`src/rtl/leb128_fetch_pkg.sv`:
```
// Shared constants for the LEB128 operand fetch stage: error codes, FSM states
// and the maximum encoded lengths for i32 and i64 immediates.
package leb128_fetch_pkg;

    typedef enum logic [2:0] {
        ST_IDLE = 3'd0,
        ST_ADDR = 3'd1,
        ST_WAIT = 3'd2,
        ST_SCAN = 3'd3,
        ST_DONE = 3'd4
    } state_t;

    localparam logic [1:0] LEB_OK       = 2'd0;
    localparam logic [1:0] LEB_MEMERR   = 2'd1;
    localparam logic [1:0] LEB_OVERLONG = 2'd2;
    localparam logic [1:0] LEB_WRAP     = 2'd3;

    localparam logic [3:0] MAX_LEN_NARROW = 4'd5;
    localparam logic [3:0] MAX_LEN_WIDE   = 4'd10;

endpackage

```
`src/rtl/leb128_fetch_acc.sv`:
```
// leb128_acc: per-byte shift/accumulate/length datapath for LEB128 decoding.
// Signed results (sign extension from the last 7-bit group) exist only when LEB128_SIGNED_EN is defined.
module leb128_acc
    import leb128_fetch_pkg::*;
(
    input  logic        clk,
    input  logic        reset,
    input  logic        clear,
    input  logic        step,
    input  logic [7:0]  byte_in,
    input  logic        wide,
    input  logic        signed_mode,
    output logic [3:0]  len,
    output logic [3:0]  len_next,
    output logic [63:0] result
);

    logic [63:0] acc;
    logic [63:0] acc_next;
    logic [6:0]  shift;
    logic [6:0]  shift_next;

    // Shifting by 64 or more yields zero, which discards groups past bit 63.
    always_comb begin
        acc_next   = acc | ({57'd0, byte_in[6:0]} << shift);
        shift_next = shift + 7'd7;
        len_next   = len + 4'd1;
    end

    always_ff @(posedge clk) begin
        if (reset || clear) begin
            acc   <= 64'd0;
            shift <= 7'd0;
            len   <= 4'd0;
        end else if (step) begin
            acc   <= acc_next;
            shift <= shift_next;
            len   <= len_next;
        end
    end

`ifdef LEB128_SIGNED_EN
    logic [6:0]  sign_pos;
    logic        sign_bit;
    logic [31:0] lo;

    // The result reflects the byte currently presented, so it can be latched on the final byte.
    always_comb begin
        sign_pos = shift_next - 7'd1;
        sign_bit = acc_next[sign_pos[5:0]];
        lo       = acc_next[31:0];
        result   = wide ? acc_next : {32'd0, acc_next[31:0]};
        if (signed_mode) begin
            if (wide) begin
                if (shift_next < 7'd64 && sign_bit) begin
                    result = acc_next | (64'hFFFF_FFFF_FFFF_FFFF << shift_next);
                end
            end else begin
                if (shift_next < 7'd32 && sign_bit) begin
                    lo = lo | (32'hFFFF_FFFF << shift_next);
                end
                result = {{32{lo[31]}}, lo};
            end
        end
    end
`else
    logic unused_signed;

    assign unused_signed = signed_mode;

    // The result reflects the byte currently presented, so it can be latched on the final byte.
    always_comb begin
        result = wide ? acc_next : {32'd0, acc_next[31:0]};
    end
`endif

endmodule

```
`src/rtl/leb128_fetch.sv`:
```
// leb128_fetch: reads one LEB128 immediate from genrom windows and returns value/length/err.
// Define LEB128_SIGNED_EN to honour req_signed; otherwise every decode is unsigned.
module leb128_fetch
    import leb128_fetch_pkg::*;
#(
    parameter int MEM_DEPTH = 6,
    parameter int MEM_EXTRA = 4
) (
    input  logic                          clk,
    input  logic                          reset,
    input  logic                          req_valid,
    output logic                          req_ready,
    input  logic [MEM_DEPTH:0]            req_addr,
    input  logic                          req_wide,
    input  logic                          req_signed,
    output logic                          done,
    output logic [63:0]                   value,
    output logic [3:0]                    length,
    output logic [1:0]                    err,
    output logic [MEM_DEPTH:0]            mem_addr,
    output logic [MEM_EXTRA-1:0]          mem_extra,
    input  logic [(2**MEM_EXTRA)*8-1:0]   mem_data,
    input  logic                          mem_error
);

    localparam int AW = MEM_DEPTH + 1;
    localparam int HW = AW - MEM_EXTRA;

    state_t              state;
    state_t              state_next;
    logic [HW-1:0]       base_hi;
    logic [MEM_EXTRA-1:0] ptr;
    logic                wide_q;
    logic                signed_q;
    logic                first_scan;
    logic [63:0]         value_q;
    logic [3:0]          length_q;
    logic [1:0]          err_q;
    logic [AW-1:0]       mem_addr_q;

    logic [7:0]          byte_cur;
    logic [3:0]          max_len;
    logic                acc_clear;
    logic                acc_step;
    logic                finish;
    logic                advance;
    logic [1:0]          finish_err;
    logic [3:0]          finish_len;
    logic [3:0]          acc_len;
    logic [3:0]          acc_len_next;
    logic [63:0]         acc_result;

    assign byte_cur  = mem_data[{ptr, 3'b000} +: 8];
    assign max_len   = wide_q ? MAX_LEN_WIDE : MAX_LEN_NARROW;
    assign req_ready = (state == ST_IDLE);
    assign done      = (state == ST_DONE);
    assign value     = value_q;
    assign length    = length_q;
    assign err       = err_q;
    assign mem_addr  = mem_addr_q;
    assign mem_extra = '1;

    leb128_acc u_acc (
        .clk         (clk),
        .reset       (reset),
        .clear       (acc_clear),
        .step        (acc_step),
        .byte_in     (byte_cur),
        .wide        (wide_q),
        .signed_mode (signed_q),
        .len         (acc_len),
        .len_next    (acc_len_next),
        .result      (acc_result)
    );

    always_ff @(posedge clk) begin
        if (reset) begin
            state <= ST_IDLE;
        end else begin
            state <= state_next;
        end
    end

    // A window's mem_error is only meaningful on its first SCAN cycle; after that the
    // window data is trusted until the last byte forces a refetch of the next base.
    always_comb begin
        state_next = state;
        acc_clear  = 1'b0;
        acc_step   = 1'b0;
        finish     = 1'b0;
        advance    = 1'b0;
        finish_err = LEB_OK;
        finish_len = acc_len;
        case (state)
            ST_IDLE: begin
                if (req_valid) begin
                    state_next = ST_ADDR;
                    acc_clear  = 1'b1;
                end
            end
            ST_ADDR: state_next = ST_WAIT;
            ST_WAIT: state_next = ST_SCAN;
            ST_SCAN: begin
                if (first_scan && mem_error) begin
                    finish     = 1'b1;
                    finish_err = LEB_MEMERR;
                end else begin
                    acc_step   = 1'b1;
                    finish_len = acc_len_next;
                    if (!byte_cur[7]) begin
                        finish = 1'b1;
                    end else if (acc_len_next == max_len) begin
                        finish     = 1'b1;
                        finish_err = LEB_OVERLONG;
                    end else if (&ptr) begin
                        if (&base_hi) begin
                            finish     = 1'b1;
                            finish_err = LEB_WRAP;
                        end else begin
                            advance    = 1'b1;
                            state_next = ST_ADDR;
                        end
                    end
                end
                if (finish) begin
                    state_next = ST_DONE;
                end
            end
            ST_DONE: state_next = ST_IDLE;
            default: state_next = ST_IDLE;
        endcase
    end

    // Windows are aligned, so the request address splits into a window base and a byte pointer.
    always_ff @(posedge clk) begin
        if (reset) begin
            base_hi    <= '0;
            ptr        <= '0;
            wide_q     <= 1'b0;
            signed_q   <= 1'b0;
            first_scan <= 1'b0;
            value_q    <= 64'd0;
            length_q   <= 4'd0;
            err_q      <= LEB_OK;
            mem_addr_q <= '0;
        end else begin
            if (state == ST_IDLE && req_valid) begin
                base_hi  <= req_addr[AW-1:MEM_EXTRA];
                ptr      <= req_addr[MEM_EXTRA-1:0];
                wide_q   <= req_wide;
                signed_q <= req_signed;
            end
            if (state == ST_ADDR) begin
                mem_addr_q <= {base_hi, {MEM_EXTRA{1'b0}}};
                first_scan <= 1'b1;
            end
            if (state == ST_SCAN) begin
                first_scan <= 1'b0;
                if (acc_step) begin
                    ptr <= ptr + 1'b1;
                end
                if (advance) begin
                    base_hi <= base_hi + 1'b1;
                end
            end
            if (finish) begin
                value_q  <= (finish_err == LEB_OK) ? acc_result : 64'd0;
                length_q <= finish_len;
                err_q    <= finish_err;
            end
        end
    end

endmodule

```
`config.mk`:
```
export PLATFORM = sky130hd
export DESIGN_NAME = leb128_fetch
export DESIGN_NICKNAME = d
export VERILOG_FILES = /design/src/rtl/leb128_fetch_pkg.sv /design/src/rtl/leb128_fetch_acc.sv /design/src/rtl/leb128_fetch.sv
export SDC_FILE = /design/constraint.sdc
export NUM_CORES = 1
export LEC_CHECK = 0
export ABC_AREA = 1
export CAP_MARGIN = 20
export CORE_MARGIN = 2
export CORE_UTILIZATION = 45
export CTS_CLUSTER_SIZE = 8
export DETAILED_ROUTE_END_ITERATION = 8
export GPL_TIMING_DRIVEN = 0
export HOLD_SLACK_MARGIN = 0.05
export PLACE_DENSITY = 0.76
export SLEW_MARGIN = 25
export SYNTH_ARGS = -nofsm -noshare
export SYNTH_HDL_FRONTEND = slang
export SYNTH_HIERARCHICAL = 1
export SYNTH_SLANG_ARGS = --single-unit
export TNS_END_PERCENT = 100
```
`constraint.sdc`:
```
create_clock -name clk -period 2.3 [get_ports clk]
set_input_delay 0.46 -clock clk [delete_from_list [all_inputs] [get_ports clk]]
set_output_delay 0.46 -clock clk [all_outputs]
set_load 0.005 [all_outputs]
```
After elaboration in Yosys (flattened, before gate mapping)
Cells that the tools add are included.
{"block": "word_totals", "output_inout_bits": 83, "reg_bits": 160}
{"block": "op_classes", "n_addsub": 4, "shift": 2, "muxes": 42, "n_eq_ne": 11, "bitwise": 1, "reduce_logical": 9}
{"op": "2-to-1 mux 64 bit", "count": 2}
{"op": "indexed part select 128 x 8 -> 8 bit", "count": 1}
{"op": "OR 64 bit", "count": 1}
{"op": "<< shifter 7 x 7 -> 64 bit", "count": 1}
{"op": "2-to-1 mux 3 bit", "count": 10}
{"op": "2-to-1 mux 4 bit", "count": 6}
{"op": "2-to-1 mux 1 bit", "count": 17}
{"op": "!= test 3 bit (second input constant)", "count": 5}
{"op": "2-to-1 mux 2 bit", "count": 6}
{"op": "case mux 3 bit (4 select lines)", "count": 1}
{"op": "adder 4 x 1 -> 4 bit (second input constant)", "count": 2}
{"op": "adder 7 x 3 -> 7 bit (second input constant)", "count": 1}
{"op": "equality test 3 x 2 -> 1 bit (second input constant)", "count": 2}
{"op": "AND reduction 6 bit", "count": 1}
{"op": "equality test 4 bit", "count": 1}
{"op": "AND reduction 4 bit", "count": 1}
{"op": "adder 3 x 1 -> 3 bit (second input constant)", "count": 1}
{"op": "equality test 3 x 1 -> 1 bit (second input constant)", "count": 1}
{"op": "equality test 3 bit (second input constant)", "count": 1}
{"op": "zero test 3 bit", "count": 1}
{"op": "AND reduction 3 bit", "count": 1}
{"op": "logical AND 1 bit", "count": 2}
{"op": "zero test 2 bit", "count": 1}
{"op": "!= test 2 bit (second input constant)", "count": 1}
{"op": "2 further kinds", "count": 2}

Longest topological paths before layout
Gate-level depths: netlist of the first run.
{"block": "depth", "depth_word": 9, "depth_mapped": 19}

Modules after synthesis
Netlist of the first run, hierarchy kept.
{"mod": "leb128_fetch", "area_each_um2": 5212.5, "seq_area_each_um2": 1721.7, "cells_per_inst": 833, "instances": 1}
{"mod": "leb128_acc", "area_each_um2": 4211.5, "seq_area_each_um2": 1501.4, "cells_per_inst": 634, "instances": 1}

Worst setup path after synthesis of the first run
OpenSTA, ideal clock, no wires.
{"block": "synth_timing", "path_type": "register to register", "startpoint": "register ptr[0]", "endpoint": "register value_q[15], in the netlist value[15]", "path_buffers": 4, "stages_incl_launch_ff": 19, "path_slack_ps": -191, "arrival_ps": 2421, "required_ps": 2230, "path_cell_list": "dfxtp_1 buf_4 clkbuf_1 clkbuf_1 nor2_1 o221ai_1 nand3_1 nand3_1 inv_1 o21ai_2 nand2_1 nand2_1 nand2_1 nand2_4 nand4_1 nand2_1 buf_4 nand3_1 a21oi_1"}
{"item": "from (decl)", "line_no": "leb128_fetch.sv:32", "rtl": "logic [MEM_EXTRA-1:0] ptr;"}
{"item": "from (signal assigned)", "line_no": "leb128_fetch.sv:149", "rtl": "ptr <= req_addr[MEM_EXTRA-1:0];"}
{"item": "from (signal assigned)", "line_no": "leb128_fetch.sv:160", "rtl": "ptr <= ptr + 1'b1;"}
{"item": "indexed part select 128 x 8 -> 8 bit", "line_no": "leb128_fetch.sv:53", "rtl": "assign byte_cur = mem_data[{ptr, 3'b000} +: 8];"}
{"item": "net byte_cur[1]", "line_no": "leb128_fetch.sv:41", "rtl": "logic [7:0] byte_cur;"}
{"item": "<< shifter 7 x 7 -> 64 bit", "line_no": "leb128_fetch_acc.sv:25", "rtl": "acc_next = acc | ({57'd0, byte_in[6:0]} << shift);"}
{"item": "OR 64 bit", "line_no": "leb128_fetch_acc.sv:25"}
{"item": "net u_acc.acc_next[15]", "line_no": "leb128_fetch_acc.sv:19", "rtl": "logic [63:0] acc_next;"}
{"item": "2-to-1 mux 64 bit", "line_no": "leb128_fetch_acc.sv:73", "rtl": "result = wide ? acc_next : {32'd0, acc_next[31:0]};"}
{"item": "net acc_result[15]", "line_no": "leb128_fetch.sv:51", "rtl": "logic [63:0] acc_result;"}
{"item": "2-to-1 mux 64 bit", "line_no": "leb128_fetch.sv:167", "rtl": "value_q <= (finish_err == LEB_OK) ? acc_result : 64'd0;"}
{"item": "to (signal assigned)", "line_no": "leb128_fetch.sv:167"}
{"item": "to (decl)", "line_no": "leb128_fetch.sv:36", "rtl": "logic [63:0] value_q;"}
The timed path passes the listed nets, and every way through them passes these cells. The select of a mux whose other input is x is not followed.
A chain may end at the register's enable or synchronous reset.

Final worst setup path of the first run
{"block": "layout_timing", "startpoint": "register ptr[0]", "endpoint": "register value_q[35], in the netlist value[35]"}
{"item": "indexed part select 128 x 8 -> 8 bit", "line_no": "leb128_fetch.sv:53"}
{"item": "net byte_cur[2]", "line_no": "leb128_fetch.sv:41"}
{"item": "<< shifter 7 x 7 -> 64 bit", "line_no": "leb128_fetch_acc.sv:25"}
{"item": "OR 64 bit", "line_no": "leb128_fetch_acc.sv:25"}
{"item": "2-to-1 mux 64 bit", "line_no": "leb128_fetch_acc.sv:73"}
{"item": "net acc_result[35]", "line_no": "leb128_fetch.sv:51"}
{"item": "2-to-1 mux 64 bit", "line_no": "leb128_fetch.sv:167"}
The timed path passes the listed nets, and every way through them passes these cells. The select of a mux whose other input is x is not followed.

==> flow_summary.yaml, run 1 <==
cts:
  cts.sinks: 160
  htree_levels: 4
  clock_latency_ps: 440
  clk_path_buf_depth: 2
  clkTransAtPathRegs_ps: 70
  clock-root-buffer: "clkbuf_16"
  cts_tree: "yes"
  numCtsBuffers: 17
power:
  power.density_mw_per_mm2: 578
  p_leak_nw: 5.68
  ir_drop_mv: 0.712
  total_power_mw: 8.34
die:
  dieHeight_microns: 148
  core_sq_mm: 0.0204
  fp-row-count: 52
  start_util: 0.461
  fp.dieW_microns: 148
  die_area_sq_mm: 0.0220
  ioPinCount: 224
outcome:
  run_status: "finished with violations"
  violations: "negative setup slack"
routing:
  routed_wl_microns: 35700
  dr.pass1.iters: 7
  drc: 0
  wl_per_cell_microns: 17.7
  drtIter0Drc: 1029
  via_per_inst: 5.53
  detail-route-antenna-nets: 0
  vias: 11200
worst_setup_path:
  cp_max_fo: 7
  path_delay_family: "simple AND/OR/NAND/NOR gates"
  arrival_ps: 3010
  crit_chain: "inv_2 > buf_8 > clkbuf_16 > clkbuf_16 > nor2_1 > o22ai_2 > nand2_1 > nand3_2 > nand2_2 > nand2_2 > nand2_1 > nand2_4 > nand4_1 > nand2_1 > nand2_2 > a21oi_2 > nand3_2 > a21oi_2"
  required_ps: 2670
  path_buf_inv: 4
  critPathSlowestCell: "dfxtp_4"
  cpPeakStageDelay_ps: 370
  cp-end-kind: "flop"
  critPathKind: "reg2reg"
  start_kind: "flop"
timing:
  hold_viol: 0
  slew_headroom: 0.374
  fmax_mhz: 378
  fin_crit_sh: 1.15
  timing.final.ws_setup_ps: -343
  grt_setup_unrepaired: "yes"
  period_needed_ps: 2640
  fin_worst_skew_ps: 11.7
  setup_viol: 106
  maxSlewViolCount: 0
  worst_pin_slew_ps: 940
global_route:
  grt-ovfl-total: 0
  grt_pass1_vias: 10300
  grt_max_degree: 19
  grt_use_total: 0.304
  antenna_found_initial: 0
  grt_first_pass_wirelength_microns: 52700
yosys:
  syn_area_sq_mm: 0.00939
  syn_inst: 1463
  yosys_warnings: 6
  syn_avg_cell_area_sq_um: 6.42
min_path:
  worstHoldPathType: "reg2reg"
placement:
  place_congestion: 0.960
  placed_area_sq_mm: 0.0119
  hpwl_microns: 24300
  place_ws_ps: -1040
  portBuffers: 214
finish:
  nNetsFinal: 1884
  area_delta_synth_final_pct: 53.6
  antennaDiodeCount: 0
  final_common_cell: "nand2_1"
  final_cell_mix: "242 x nand2_1, 214 x clkdlybuf4s50_1, 168 x inv_1, 157 x dfxtp_1, 134 x o21ai_0"
  drive_above_1_share: 0.277
  design_area_sq_mm: 0.0144
run:
  cap_violations: 0
## worst reg2reg max path: cells and delay by family, from the launching register on
kind | cells | cell delay (ps)
buffers and inverters | 4 | 540
flip-flops | 1 | 370
AO/OA/AOI/OAI | 3 | 470
AND/OR/NAND/NOR | 11 | 1200
## through the flow
| stage | instances | util | hold slack, ps | TNS [ps] |
|---|---|---|---|---|
| final | 2021 | 0.708 | 472 | -19310 |
| after global routing | 2021 | 0.708 | 487 | -28640 |
| after CTS | 2011 | 0.663 | 470 | -9790 |
| after detailed placement | 1953 | 0.585 | 461 | -88410 |
| after global placement | 1953 | 0.585 | 453 | -83380 |
| after floorplan | 1469 | - | 443 | 0 |
## worst paths after layout
kind / cells after the start / end / from / slack, ps
setup / recovery: 18 / value[35] / ptr[0] / -340
hold / removal: 2 / u_acc/acc[21] / u_acc/acc[21] / 470
setup reg to reg: 18 / value[35] / ptr[0] / -340
hold reg to reg: 2 / u_acc/acc[21] / u_acc/acc[21] / 470
## routing by layer
layer  global-route usage  routed length [microns]  up-vias
met3               0.0442                     2630      128
met1                0.406                    14900     5205
li1                     -                        -     5292
met2                0.485                    16500      542
met4                0.144                     1660        0
met5                    0                        0        -
## layout make-up
| type | count | area [sq um] |
|---|---|---|
| multi-input combinational | 987 | 6000 |
| fill | 1655 | 5940 |
| sequential | 160 | 3210 |
| timing repair buffer | 262 | 2630 |
| buffer | 128 | 948 |
| inverter | 182 | 693 |
| clock buffer | 18 | 439 |
| tap | 270 | 338 |
| clock inverter | 14 | 158 |
## sequential cells by signal, summed over array words and instances, names as in the netlist, 2 cells and up
signal and flops:
value 64, u_acc/len 4, u_acc/acc 64, state 3, u_acc/shift 7, length 4
mem_addr 3, ptr 4, base_hi 3, err 2
## repair_timing
item                                    in CTS  in global routing
gates resized for setup                    187                227
endpoints found under the setup margin     137                141
hold buffers                                 0                  0
buffers inserted                            28                 15
pin swaps                                   71                104
gates cloned                                 5                  1
## report_power, final
group,switching [mW],internal (mW)
combinational,1.39,1.14
sequential,0.0653,2.87
clock,1.39,1.49
total,2.84,5.50
Note: power is estimated with default switching activity, not from simulation.
==> run 2, diff against run 1 <==
--- a/config.mk
+++ b/config.mk
@@ -7,13 +7,15 @@
 export LEC_CHECK = 0
 export ABC_AREA = 1
 export CAP_MARGIN = 20
+export CORE_ASPECT_RATIO = 2
 export CORE_MARGIN = 2
 export CORE_UTILIZATION = 45
 export CTS_CLUSTER_SIZE = 8
 export DETAILED_ROUTE_END_ITERATION = 8
 export GPL_TIMING_DRIVEN = 0
 export HOLD_SLACK_MARGIN = 0.05
-export PLACE_DENSITY = 0.76
+export PLACE_DENSITY = 0.75
+export SKIP_LAST_GASP = 1
 export SLEW_MARGIN = 25
 export SYNTH_ARGS = -nofsm -noshare
 export SYNTH_HDL_FRONTEND = slang
==> flow_summary.yaml, run 2 (synthesis gave the netlist of run 1 again) <==
routing:
  vias: 10900
  wl_per_cell_microns: 17.7
  dr.pass1.iters: 7
  drtIter0Drc: 600
  detail-route-antenna-nets: 0
  drc: 0
  via_per_inst: 5.40
  routed_wl_microns: 35700
finish:
  final_cell_mix: "250 x nand2_1, 214 x clkdlybuf4s50_1, 167 x inv_1, 155 x dfxtp_1, 134 x o21ai_0"
  design_area_sq_mm: 0.0142
  post-route-util: 0.696
  final_common_cell: "nand2_1"
  antennaDiodeCount: 0
  drive_above_1_share: 0.256
  area_delta_synth_final_pct: 51.6
  finalNonFillerCells: 2013
  nNetsFinal: 1880
worst_setup_path:
  cpMostUsedCell: "nand2_2"
  cp_max_fo: 8
  required_ps: 2670
  cpPeakStageDelay_ps: 370
  start_kind: "flop"
  arrival_ps: 3040
  critPathSlowestCell: "dfxtp_4"
  crit_chain: "inv_4 > buf_12 > clkbuf_16 > clkbuf_16 > nor2_1 > o22ai_1 > nand2_1 > nand3_4 > nand2_2 > nand2_2 > nand2_2 > nand2_4 > nand2_4 > nand2_8 > nand4_1 > a21oi_2 > nand3_1 > a21oi_1"
  cp-end-kind: "flop"
  critPathKind: "reg2reg"
placement:
  place_congestion: 0.956
  portBuffers: 214
  hpwl_microns: 26400
  placed_area_sq_mm: 0.0119
  place_ws_ps: -1040
  dp.cells: 1949
cts:
  clk_path_buf_depth: 2
  numCtsBuffers: 17
  cts_tree: "yes"
  clock-root-buffer: "clkbuf_16"
  clkTransAtPathRegs_ps: 70
  holdBufCountCts: 0
  htree_levels: 4
  clock_latency_ps: 440
  cts.sinks: 160
die:
  ioPinCount: 224
  die_area_sq_mm: 0.0221
  start_util: 0.459
  fp-row-count: 74
  dieHeight_microns: 208
  core_sq_mm: 0.0205
  fp.dieW_microns: 106
global_route:
  grt_pass1_vias: 10900
  grt_use_total: 0.318
  grt_first_pass_wirelength_microns: 54700
  grt-ovfl-total: 0
  antenna_found_initial: 0
  grt_max_degree: 17
timing:
  holdWs_ps: 471
  slew_headroom: 0.365
  worst_pin_slew_ps: 952
  setup_viol: 108
  hold_viol: 0
  maxSlewViolCount: 0
  grt_setup_unrepaired: "yes"
  fin_worst_skew_ps: 10.0
  timing.final.ws_setup_ps: -375
  fin_crit_sh: 1.16
  period_needed_ps: 2680
  fmax_mhz: 374
power:
  p_leak_nw: 5.66
  ir_drop_mv: 0.434
  power.density_mw_per_mm2: 575
run:
  cap_violations: 0
outcome:
  run_status: "finished with violations"
  violations: "negative setup slack"
min_path:
  worstHoldPathType: "reg2reg"
run 2: cell count changes in the layout (fill, tap and decap cells not counted), sizes merged:
| cell | change |
|---|---|
| clkbuf | -9 |
| clkinvlp | +4 |
| inv | -6 |
| buf | +5 |
| clkinv | +1 |
| bufinv | +1 |
run 2: area by class of cell:
type	instances	area (sq um)
fillers	1711	6230
multi-input cells	987	5890
flip-flops and latches	160	3210
repair buffers	259	2590
plain buffers	127	942
inverters	182	698
clock buffers	18	429
well taps	266	333
clock inverters	14	134
run 2: path summary, 6_finish.rpt:
path                 startpoint       endpoint  slack [ps]  depth (start not counted)
setup / recovery         ptr[0]      value[38]        -380                         18
hold / removal    u_acc/acc[15]  u_acc/acc[15]         470                          2
setup reg to reg         ptr[0]      value[38]        -380                         18
hold reg to reg   u_acc/acc[15]  u_acc/acc[15]         470                          2
run 2: where the power goes:
part | switching, mW | internal (mW)
registers | 0.0709 | 2.87
logic | 1.37 | 1.13
clock network | 1.25 | 1.50
total | 2.69 | 5.50
run 2: timing repair:
action,4_1_cts,5_1_grt
cloned,4,1
gates resized for setup,233,153
setup buffers,27,17
pin swaps,70,114
endpoints found under the setup margin,138,142
run 2: worst max-delay path, delay by kind of cell, from the launching register on:
kind                   cells  cell delay, ps
flip-flops                 1             370
AND/OR/NAND/NOR           11            1130
AO/OA/AOI/OAI              3             540
buffers and inverters      4             520
run 2: stage by stage:
stage	power, mW	TNS (ps)
detailed placement	4.88	-94450
CTS	7.98	-13660
finish	8.19	-20900
global route	8.51	-31510
floorplan	4.07	0
global placement	4.87	-93670
run 2: per-layer routing:
layer	track usage	wire [microns]	vias to the layer above
met4	0.235	3070	0
met2	0.613	19300	505
met1	0.284	11300	4902
li1	-	-	5287
met3	0.0570	2000	168
met5	0	0	-
